==> src/rtl/multi_sink_pkg.sv <==
// -----------------------------------------------------------------------------
// multi_sink_pkg
//   Shared definitions for the multi-channel flit sink: backpressure mode
//   encoding, LFSR seed/taps and the LFSR next-state function.
// -----------------------------------------------------------------------------
package multi_sink_pkg;

  // Backpressure mode; the reserved encoding behaves like BP_READY.
  typedef enum logic [1:0] {
    BP_READY = 2'd0,
    BP_BUSY  = 2'd1,
    BP_RAND  = 2'd2,
    BP_RSVD  = 2'd3
  } bp_mode_e;

  // Channel c is seeded with LFSR_SEED ^ c so every channel runs a distinct,
  // non-zero sequence.
  localparam logic [15:0] LFSR_SEED = 16'h00A5;

  // Right-shifting Galois form of x^16 + x^14 + x^13 + x^11 + 1.
  localparam logic [15:0] LFSR_TAPS = 16'hB400;

  function automatic logic [15:0] lfsr_next(input logic [15:0] s);
    return {1'b0, s[15:1]} ^ (s[0] ? LFSR_TAPS : 16'h0000);
  endfunction

endpackage

==> src/rtl/multi_sink_if.sv <==
// -----------------------------------------------------------------------------
// multi_sink_if
//   Flit ejection bundle for NCH channels.
//   req  : per-channel flit valid (sender -> sink)
//   data : channel c flit in data[c*ADDR_BITS +: ADDR_BITS] (sender -> sink)
//   busy : per-channel backpressure (sink -> sender); a flit moves in any
//          cycle with req=1 and busy=0.
// -----------------------------------------------------------------------------
interface multi_sink_if #(
  parameter int NCH       = 4,
  parameter int ADDR_BITS = 8
);

  logic [NCH-1:0]           req;
  logic [NCH*ADDR_BITS-1:0] data;
  logic [NCH-1:0]           busy;

  modport master (output req, output data, input busy);
  modport slave  (input req, input data, output busy);

endinterface

==> src/rtl/multi_sink_lfsr.sv <==
// -----------------------------------------------------------------------------
// multi_sink_lfsr
//   16-bit Galois LFSR advancing every cycle; loaded with seed during reset.
//   clk   : clock
//   reset : synchronous, active-high; loads seed
//   seed  : reset value (must be non-zero)
//   state : current LFSR state
// -----------------------------------------------------------------------------
module multi_sink_lfsr
  import multi_sink_pkg::*;
(
  input  logic        clk,
  input  logic        reset,
  input  logic [15:0] seed,
  output logic [15:0] state
);

  always_ff @(posedge clk) begin
    // NOTE: registers are updated with non-blocking assignments so every
    // flop samples pre-edge values regardless of block ordering.
    if (reset) state <= seed;
    else       state <= lfsr_next(state);
  end

endmodule

==> src/rtl/multi_sink.sv <==
// -----------------------------------------------------------------------------
// multi_sink
//   NCH-channel flit sink and traffic monitor for NoC ejection ports.
//   Each channel applies programmable backpressure (ready / busy / random),
//   counts accepted flits per 2^SAMPLE_W-cycle window and flags misroutes.
//
//   clk         : clock
//   reset       : synchronous, active-high
//   flit        : req/data in, busy out (registered), one lane per channel
//   my_addr     : destination address expected on every flit
//   bp_mode     : 0 ready, 1 always busy, 2 random, 3 treated as ready
//   bp_thresh   : random mode busy when lfsr[7:0] < bp_thresh
//   throughput  : last completed window count, channel c at [c*TP_W +: TP_W]
//   tp_valid    : one-cycle pulse when throughput is refreshed
//   err_count   : saturating count of accepted flits with data != my_addr
//   total_flits : accepted flits since reset, all channels, wraps at 2^32
// -----------------------------------------------------------------------------
module multi_sink
  import multi_sink_pkg::*;
#(
  parameter int NCH       = 4,
  parameter int ADDR_BITS = 8,
  parameter int SAMPLE_W  = 10,
  parameter int TP_W      = 12,
  parameter int ERR_W     = 16
) (
  input  logic                 clk,
  input  logic                 reset,
  multi_sink_if.slave          flit,
  input  logic [ADDR_BITS-1:0] my_addr,
  input  logic [1:0]           bp_mode,
  input  logic [7:0]           bp_thresh,
  output logic [NCH*TP_W-1:0]  throughput,
  output logic                 tp_valid,
  output logic [ERR_W-1:0]     err_count,
  output logic [31:0]          total_flits
);

  localparam int CNT_W = $clog2(NCH + 1);

  bp_mode_e            mode;
  logic [SAMPLE_W-1:0] win_q;
  logic                terminal;
  logic [NCH-1:0]      busy_q;
  logic [NCH-1:0]      busy_next;
  logic [NCH-1:0]      accept;
  logic [NCH-1:0]      misroute;
  logic [CNT_W-1:0]    n_acc;
  logic [CNT_W-1:0]    n_err;
  logic [ERR_W:0]      err_sum;
  logic [ERR_W-1:0]    err_next;

  assign mode      = bp_mode_e'(bp_mode);
  assign terminal  = &win_q;
  assign flit.busy = busy_q;

  // ---------------------------------------------------------------------------
  // Per-channel handshake, backpressure and window counting
  // ---------------------------------------------------------------------------
  for (genvar c = 0; c < NCH; c++) begin : g_ch
    logic [15:0]     lfsr_state;
    logic [TP_W:0]   run_sum;
    logic [TP_W-1:0] run_sat;
    logic [TP_W-1:0] run_q;
    logic [TP_W-1:0] tp_q;

    multi_sink_lfsr u_lfsr (
      .clk   (clk),
      .reset (reset),
      .seed  (LFSR_SEED ^ 16'(c)),
      .state (lfsr_state)
    );

    assign accept[c]   = flit.req[c] & ~busy_q[c];
    assign misroute[c] = accept[c] & (flit.data[c*ADDR_BITS +: ADDR_BITS] != my_addr);

    // Only the low byte of the LFSR sets the random busy ratio.
    assign busy_next[c] = (mode == BP_BUSY) |
                          ((mode == BP_RAND) &
                           ((lfsr_state & 16'h00FF) < {8'h00, bp_thresh}));

    assign run_sum = {1'b0, run_q} + {{TP_W{1'b0}}, accept[c]};
    assign run_sat = run_sum[TP_W] ? {TP_W{1'b1}} : run_sum[TP_W-1:0];

    // A flit accepted on the terminal cycle belongs to the closing window.
    always_ff @(posedge clk) begin
      if (reset) begin
        run_q <= '0;
        tp_q  <= '0;
      end else if (terminal) begin
        tp_q  <= run_sat;
        run_q <= '0;
      end else begin
        run_q <= run_sat;
      end
    end

    assign throughput[c*TP_W +: TP_W] = tp_q;
  end

  // ---------------------------------------------------------------------------
  // Aggregate counters
  // ---------------------------------------------------------------------------
  always_comb begin
    // NOTE: every always_comb output gets a default before any branch, so no
    // path can leave it unassigned and infer a latch.
    err_next = err_count;
    n_acc    = CNT_W'($countones(accept));
    n_err    = CNT_W'($countones(misroute));
    err_sum  = {1'b0, err_count} + (ERR_W+1)'(n_err);
    if (err_sum[ERR_W]) err_next = '1;
    else                err_next = err_sum[ERR_W-1:0];
  end

  always_ff @(posedge clk) begin
    if (reset) begin
      busy_q      <= '1;
      win_q       <= '0;
      tp_valid    <= 1'b0;
      err_count   <= '0;
      total_flits <= '0;
    end else begin
      busy_q      <= busy_next;
      win_q       <= win_q + SAMPLE_W'(1);
      tp_valid    <= terminal;
      err_count   <= err_next;
      total_flits <= total_flits + 32'(n_acc);
    end
  end

endmodule

==> src/flat_wrapper.sv <==
// flat-port wrapper written by rule: the top's interface ports become plain ports
module multi_sink_flat import multi_sink_pkg::*;
#(
  parameter int NCH       = 4,
  parameter int ADDR_BITS = 8,
  parameter int SAMPLE_W  = 10,
  parameter int TP_W      = 12,
  parameter int ERR_W     = 16
)
  (clk, reset, my_addr, bp_mode, bp_thresh, throughput, tp_valid, err_count, total_flits, flit_req, flit_data, flit_busy);
  multi_sink_if #(.NCH(NCH), .ADDR_BITS(ADDR_BITS)) flit_i ();
  input  logic clk;
  input  logic reset;
  input  logic [ADDR_BITS-1:0] my_addr;
  input  logic [1:0] bp_mode;
  input  logic [7:0] bp_thresh;
  output logic [NCH*TP_W-1:0] throughput;
  output logic tp_valid;
  output logic [ERR_W-1:0] err_count;
  output logic [31:0] total_flits;
  input wire logic [$bits(flit_i.req)-1:0] flit_req;
  input wire logic [$bits(flit_i.data)-1:0] flit_data;
  output wire logic [$bits(flit_i.busy)-1:0] flit_busy;
  assign flit_i.req = flit_req;
  assign flit_i.data = flit_data;
  assign flit_busy = flit_i.busy;
  multi_sink #(.NCH(NCH), .ADDR_BITS(ADDR_BITS), .SAMPLE_W(SAMPLE_W), .TP_W(TP_W), .ERR_W(ERR_W)) u_core (.clk(clk), .reset(reset), .flit(flit_i), .my_addr(my_addr), .bp_mode(bp_mode), .bp_thresh(bp_thresh), .throughput(throughput), .tp_valid(tp_valid), .err_count(err_count), .total_flits(total_flits));
endmodule
==> config.mk <==
export PLATFORM = sky130hd
export DESIGN_NAME = multi_sink_flat
export DESIGN_NICKNAME = d
export VERILOG_FILES = /design/src/rtl/multi_sink_pkg.sv /design/src/rtl/multi_sink_if.sv /design/src/rtl/multi_sink_lfsr.sv /design/src/rtl/multi_sink.sv /design/src/flat_wrapper.sv
export SDC_FILE = /design/constraint.sdc
export NUM_CORES = 1
export LEC_CHECK = 0
export BUFFER_PORTS_ARGS = -buffer_cell sky130_fd_sc_hd__buf_2
export CORE_MARGIN = 1.5
export CORE_UTILIZATION = 45
export CTS_BUF_LIST = sky130_fd_sc_hd__clkbuf_8 sky130_fd_sc_hd__clkbuf_16
export DETAILED_ROUTE_END_ITERATION = 16
export PLACE_DENSITY = 0.75
export SYNTH_ARGS = -nofsm -noshare
export SYNTH_HDL_FRONTEND = slang
export SYNTH_HIERARCHICAL = 1
export SYNTH_SLANG_ARGS = --single-unit
==> constraint.sdc <==
create_clock -name clk -period 2.95 [get_ports clk]
set_input_delay 0.4425 -clock clk [delete_from_list [all_inputs] [get_ports clk]]
set_output_delay 0.4425 -clock clk [all_outputs]
set_load 0.05 [all_outputs]
==> results.cfg, run 1 <==
[sta]
rsz0062_at_grt = yes
fin_skew_ns = 0.0153
worstMarginPinSlew_ns = 0.717
layout_setup_ws_ns = 0.0891
post-route-min-period_ns = 2.86
hold_violations = 0
setup_viol = 0
max-slew-margin-rel = 0.522
drv_slew = 0
period_share = 0.970
clock.fmax_ghz = 0.350

[worst_setup_path]
r2r_cells = 9
crit_required_ns = 3.38
worstSetupPathDepth = 9
cp-end-kind = flip-flop
crit_chain = nand2b_4, fa_1, fa_2, fa_2, and4b_1, nand3_2, buf_6, or3_1, a21oi_2
worstPathMaxFanout = 6
slowest_delay_ns = 0.51
crit_type = reg -> reg
crit_top_cell = fa_2
path_buf_inv = 1
worstPathArrival_ns = 3.29
cp_top_family = adder cells
start_kind = flip-flop
slowest_stage = fa_1

[die]
pin_count = 157
row_count = 54
fp.dieW_um = 151
start_util = 0.456
die_h_um = 151
die_area_um2 = 22900
coreArea_um2 = 21700

[power_and_ir_drop]
powerDensity_nw_per_um2 = 557
p_int_mw = 5.16
p_sw_frac = 0.239
p_leak_nw = 5.18
p_seq_frac = 0.477
switchingPower_mw = 1.62
pwr-share-clk = 0.421
comb_power_share = 0.101
vdd_drop_max_mv = 0.361

[detailed_routing]
wirelength_met1_um = 9920
first_pass_iters = 4
route.met3.wl_um = 1110
num_vias = 7900
top_layer_used = met4
remaining_drc_errors = 0
antenna_left = 0
wl_per_cell_um = 13.6
via_per_inst = 4.98
drtIter0Drc = 336
wl_met2_um = 10100
wirelength_um = 21600

[global_routing]
grt_overflow_total = 0
grt_max_degree = 81
grt_util_all_layers = 0.182
antenna_found_initial = 0
grt_pass1_wl_um = 33800
grt_pass1_vias = 7170

[logic_synthesis]
synth_simple_gate_area_share = 0.199
synth-xor-area-share = 0.0842
syn_area_um2 = 9880
synth_cells = 1049
synth_top_family_by_area = simple AND/OR/NAND/NOR gates
synth_edf_count = 0
async_flop_share = 0
synth_compound_area_frac = 0.0923
synth-main-ff-cell = dfxtp_1
ys_ff_latch = 223
synth_fa_ha_area_frac = 0.0615
synth_cell_type_count = 52
ys_seq_area_frac = 0.452
synth.avg_cell_area_um2 = 9.42
yosysWarnings = 6
synth.area.mux_share = 0.0725

[layout]
syn_to_final_growth_pct = 23.1
nNetsFinal = 1391
final_util = 0.561
n_fill_cell = 1899
drive_above_1_share = 0.241
fin_area_um2 = 12200
diodes = 0

[place]
place_hpwl_um = 15400
dp_slack_ns = -0.297
port_buffers = 156
placedInstanceArea_um2 = 11300
routabilityCongestion = 0.829

[cts]
cts_tree = built
cts_hold_buf = 0
clk_pin_slew_ns = 0.05
numClockSinks = 223
clockRootBuffer = clkbuf_16
htree_levels = 1
cts_buffers = 25
cts.path.max_buffers = 3
clkLatencyLatePin_ns = 0.51

[min_path]
hold_path_class = in -> reg
hold_depth = 3

[outcome]
run_status = finished clean

[run]
maxCapViolCount = 0
registers in the layout (all words and copies together) (netlist names):
signal	flops
u_core/err_count	16
u_core/flit.busy	4
u_core/g_ch.run_q	48
u_core/g_ch.tp_q	48
u_core/g_ch.u_lfsr/state	64
u_core/total_flits	32
u_core/tp_valid	1
u_core/win_q	10
cell type report:
cell class | instances | area [um2] | share of cell area
inverter | 31 | 116 | 0.00956
clock inverter | 15 | 93.8 | 0.00771
tap | 280 | 350 | 0.0288
multi-input combinational | 814 | 5370 | 0.441
timing repair buffer | 195 | 1090 | 0.0899
clock buffer | 28 | 667 | 0.0548
sequential | 223 | 4480 | 0.368
cells in the mapped netlist (2+ instances only):
master | count | area, um2
xor2_1 | 37 | 324
nand4_1 | 24 | 150
nor4_1 | 9 | 56.3
and2_1 | 4 | 25.0
xnor2_1 | 58 | 508
nand4b_1 | 2 | 17.5
clkbuf_1 | 25 | 93.8
buf_8 | 4 | 60.1
mux2_2 | 37 | 417
fa_1 | 6 | 120
nor3_1 | 26 | 130
a211oi_1 | 22 | 165
nor3b_1 | 3 | 22.5
o21ai_0 | 51 | 255
and3_1 | 8 | 50.1
a31o_2 | 4 | 35.0
nand2b_1 | 10 | 62.6
a21o_1 | 9 | 67.6
a31oi_1 | 5 | 31.3
ha_1 | 39 | 488
nor2_1 | 149 | 559
nand3_1 | 46 | 230
o211ai_1 | 3 | 22.5
buf_6 | 5 | 56.3
or3_1 | 9 | 56.3
conb_1 | 2 | 7.51
nor2b_1 | 11 | 68.8
mux2i_1 | 6 | 60.1
o41ai_1 | 4 | 35.0
and4_1 | 7 | 61.3
a21oi_1 | 43 | 215
mux2_4 | 16 | 240
nand2_1 | 61 | 229
inv_1 | 31 | 116
dfxtp_1 | 223 | 4460
and4b_1 | 2 | 20.0
buf_2 | 9 | 45.0
o31ai_1 | 4 | 30.0
o21a_1 | 2 | 15.0
nand3b_1 | 19 | 143
or2_2 | 3 | 18.8
stage by stage:
step                cells  TNS, ns  hold WS, ns  total power, mW
CTS                  1583        0        0.352             6.85
detailed placement   1540    -4.89        0.443             3.97
floorplan            1111        0        0.430             3.78
global placement     1540    -2.83        0.435             3.95
global route         1586  -0.0755        0.366             7.07
finish               1586        0        0.368             6.77
power groups by stage:
stage,combinational (mW),clock [mW],sequential [mW]
global placement,0.655,0,3.29
detailed placement,0.675,0,3.30
floorplan,0.420,0,3.36
finish,0.687,2.85,3.23
CTS,0.682,2.93,3.23
global route,0.771,3.06,3.25
placed cells by master (no fill, tap or decap), drive strengths merged, types with 4 or more instances in the layout:
master / synthesis / final
xnor2: 58 / 58
xor2: 37 / 37
conb: 2 / 64
a211oi: 22 / 22
nand4: 24 / 24
and4: 8 / 8
clkbuf: 25 / 28
a31o: 4 / 4
mux2i: 6 / 6
nor4: 9 / 9
a21o: 9 / 9
nand2b: 10 / 10
dfxtp: 223 / 223
nand3b: 19 / 19
buf: 18 / 195
or3: 9 / 9
ha: 39 / 39
o41ai: 4 / 4
o31ai: 4 / 4
nand2: 61 / 61
mux2: 53 / 53
a31oi: 5 / 5
inv: 31 / 42
o21ai: 51 / 51
a21oi: 43 / 43
nor2: 149 / 149
nor2b: 11 / 11
nand3: 47 / 47
and3: 8 / 8
nor3: 27 / 27
fa: 6 / 6
or2: 4 / 4
and2: 4 / 4
cell families after synthesis:
group,after synthesis
buffers and inverters,74
muxes,59
xor gates and xnor gates,95
DFF,223
adders and majority gates,45
and+or+nand+nor,400
AOI/OAI and AO/OA,151
other,2
timing repair:
| item | 4_1_cts | 5_1_grt |
|---|---|---|
| cloned | 0 | 1 |
| pin swaps | 0 | 2 |
| resized for setup | 4 | 12 |
| endpoints found under the setup margin | 21 | 26 |
| buffers inserted | 0 | 2 |
layer usage:
metal | global-route usage | up-vias
met5 | 0 | -
li1 | - | 4054
met1 | 0.230 | 3666
met2 | 0.310 | 141
met4 | 0.0544 | 0
met3 | 0.0377 | 39
worst register-to-register path: cells and delay by family (launching register included):
family	cells	cell delay, ns
buffers and inverters	1	0.15
AO/OA/AOI/OAI	1	0.14
AND/OR/NAND/NOR	4	0.90
adder cells (fa/ha/maj)	3	1.26
flip-flops	1	0.34
path summary, 6_finish.rpt:
check | startpoint | end | slack [ns]
worst max-delay path | u_core/flit.busy[0] | u_core/total_flits[14] | 0.09
worst min-delay path | bp_mode[0] | u_core/flit.busy[0] | 0.37
worst max register to register | u_core/flit.busy[0] | u_core/total_flits[14] | 0.09
worst min register to register | u_core/g_ch[2].tp_q[11] | u_core/g_ch[2].tp_q[11] | 0.45
Note: power is estimated with default switching activity, not from simulation.
==> run 2: changes to the inputs <==
- SYNTH_HIERARCHICAL: 1 -> default
==> results.cfg, run 2 <==
[outcome]
run_status = complete, but fails checks
violations = setup timing

[worst_setup_path]
slowest_delay_ns = 0.45
path_buf_inv = 1
worstPathArrival_ns = 3.47
crit_chain = nor2b_4, a21boi_2, ha_1, ha_2, inv_2, fa_2, fa_2, nor2b_2, o2111ai_2, nor2_4, nand3_2, a21oi_1
cp-end-kind = flip-flop
worstPathMaxFanout = 6
start_kind = flip-flop
crit_top_cell = fa_2
crit_required_ns = 3.38
cp_top_family = adder cells
crit_type = reg -> reg
slowest_stage = fa_2

[sta]
worstMarginPinSlew_ns = 0.538
post-route-min-period_ns = 3.04
clock.fmax_ghz = 0.329
hold_violations = 0
drv_slew = 0
fin_skew_ns = 0.00862
period_share = 1.03
layout_setup_ws_ns = -0.0873
max-slew-margin-rel = 0.639
setup_viol = 15
rsz0062_at_grt = yes

[layout]
fin_cells = 1489
final_common_cell = dfxtp_1
fin_area_um2 = 11900
drive_above_1_share = 0.255
nNetsFinal = 1309
top_register = u_core.g_ch.u_lfsr.state
syn_to_final_growth_pct = 23.6
n_fill_cell = 1862
largest_reg_flops = 64
reg_top3 = u_core.g_ch.u_lfsr.state: 64 flops, u_core.g_ch.run_q: 48 flops, u_core.g_ch.tp_q: 48 flops
diodes = 0
final_cell_mix = 219 x dfxtp_1, 171 x nor2_1, 151 x buf_2, 78 x xor2_1, 46 x nor2b_1

[detailed_routing]
remaining_drc_errors = 0
antenna_left = 0
drtIter0Drc = 260
wl_per_cell_um = 13.8
first_pass_iters = 4
num_vias = 7491
wirelength_um = 20500
via_per_inst = 5.03

[place]
place_hpwl_um = 14400
dp_cells = 1447
routabilityCongestion = 0.833
placedInstanceArea_um2 = 10800
port_buffers = 156

[cts]
cts_tree = built
clockRootBuffer = clkbuf_16
cts.path.max_buffers = 3
cts_hold_buf = 0
clk_pin_slew_ns = 0.06
numClockSinks = 223
htree_levels = 1
clkLatencyLatePin_ns = 0.50
cts_buffers = 24

[power_and_ir_drop]
switchingPower_mw = 1.52
p_leak_nw = 5.05
powerDensity_nw_per_um2 = 549
p_sw_frac = 0.233
vdd_drop_max_mv = 0.429
p_int_mw = 4.99
comb_power_share = 0.090
pwr-share-clk = 0.425
p_seq_frac = 0.485

[logic_synthesis]
synth_cells = 1025
synth_edf_count = 0
synth_nets = 1134
synth_cell_type_count = 53
ys_ff_latch = 223
ys_top_cells_by_count = 223 x dfxtp_1, 174 x nor2_1, 80 x xor2_1, 51 x nor2b_1, 49 x ha_1
synth_top_cell_by_area = dfxtp_1
syn_area_um2 = 9610
yosysWarnings = 0
synth.most_common_cell = dfxtp_1
ys_seq_area_frac = 0.465
synth-main-ff-cell = dfxtp_1
synth.area.top_cells = dfxtp_1 46%, xor2_1 7.3%, nor2_1 6.8%, ha_1 6.4%, nor2b_1 3.3%
async_flop_share = 0
synth.avg_cell_area_um2 = 9.37
synth_top_cell_area_share = 0.465

[die]
row_count = 53
coreArea_um2 = 21000
fp.dieW_um = 149
die_area_um2 = 22200
pin_count = 157
die_h_um = 149
start_util = 0.458

[global_routing]
grt_pass1_vias = 7099
grt_overflow_total = 0
grt_max_degree = 102
antenna_found_initial = 0
grt_util_all_layers = 0.181
grt_pass1_wl_um = 33100

[run]
maxCapViolCount = 0

[min_path]
hold_path_class = in -> reg
run 2: final cells by class:
type	count	area, um2	share of cell area
Sequential cell	223	4470	0.377
Tap cell	275	344	0.0290
Clock inverter	10	45.0	0.00379
Multi-Input combinational cell	736	5150	0.434
Timing Repair Buffer	187	1060	0.0891
Clock buffer	30	694	0.0585
Inverter	28	105	0.00885
run 2: kinds of logic (layout without fill, tap and decap cells):
| kind of cell | count (synthesis) | in the layout | share of synthesized area |
|---|---|---|---|
| AO/OA/AOI/OAI | 127 | 127 | 0.0922 |
| XOR/XNOR | 108 | 108 | 0.0985 |
| multiplexers | 11 | 11 | 0.0116 |
| buffers and inverters | 67 | 255 | 0.0322 |
| adder cells (fa/ha/maj) | 53 | 53 | 0.0722 |
| AND/OR/NAND/NOR | 436 | 437 | 0.229 |
| flip-flops | 223 | 223 | 0.465 |
run 2: path summary, 6_finish.rpt:
| path | from | endpoint | slack (ns) | cells after the start |
|---|---|---|---|---|
| setup / recovery | u_core.flit.busy[3] | u_core.err_count[7] | -0.09 | 12 |
| setup reg to reg | u_core.flit.busy[3] | u_core.err_count[7] | -0.09 | 12 |
| hold reg to reg | u_core.g_ch[2].u_lfsr.state[8] | u_core.g_ch[2].u_lfsr.state[7] | 0.41 | 1 |
| hold / removal | bp_mode[0] | u_core.flit.busy[1] | 0.26 | 3 |
run 2: power groups by stage:
stage / clock, mW / combinational (mW) / sequential [mW]
2_1_floorplan: 0 / 0.275 / 3.28
3_3_place_gp: 0 / 0.515 / 3.22
3_5_place_dp: 0 / 0.526 / 3.22
4_1_cts: 2.86 / 0.541 / 3.15
5_1_grt: 2.99 / 0.650 / 3.17
6_report: 2.77 / 0.585 / 3.16
run 2: metrics by stage:
step	utilization	setup slack, ns	TNS (ns)	total power [mW]	hold slack (ns)
4_1_cts	0.555	-0.0788	-0.876	6.55	0.246
6_report	0.567	-0.0873	-0.795	6.51	0.263
2_1_floorplan	-	-0.360	-4.85	3.56	0.389
5_1_grt	0.567	-0.224	-2.99	6.80	0.275
3_5_place_dp	0.515	-0.801	-18.72	3.74	0.400
3_3_place_gp	0.515	-0.695	-17.35	3.73	0.396
run 2: repair_timing:
item	in CTS	in global routing
cloned	1	1
gates resized for setup	22	47
setup buffers	1	3
pin swaps	8	16
setup endpoints to repair	30	43
run 2: metal layers:
metal	share of wire	routed length (um)	GRT usage	vias to the layer above
li1	-	-	-	3845
met1	0.47	9550	0.239	3481
met2	0.47	9700	0.306	132
met3	0.041	835	0.0300	33
met4	0.022	449	0.0455	0
met5	0	0	0	-
run 2: tightest hold or removal path: cells and delay by family:
kind / cells / cell delay, ns
buf+inv: 1 / 0.08
compound gates: 2 / 0.21
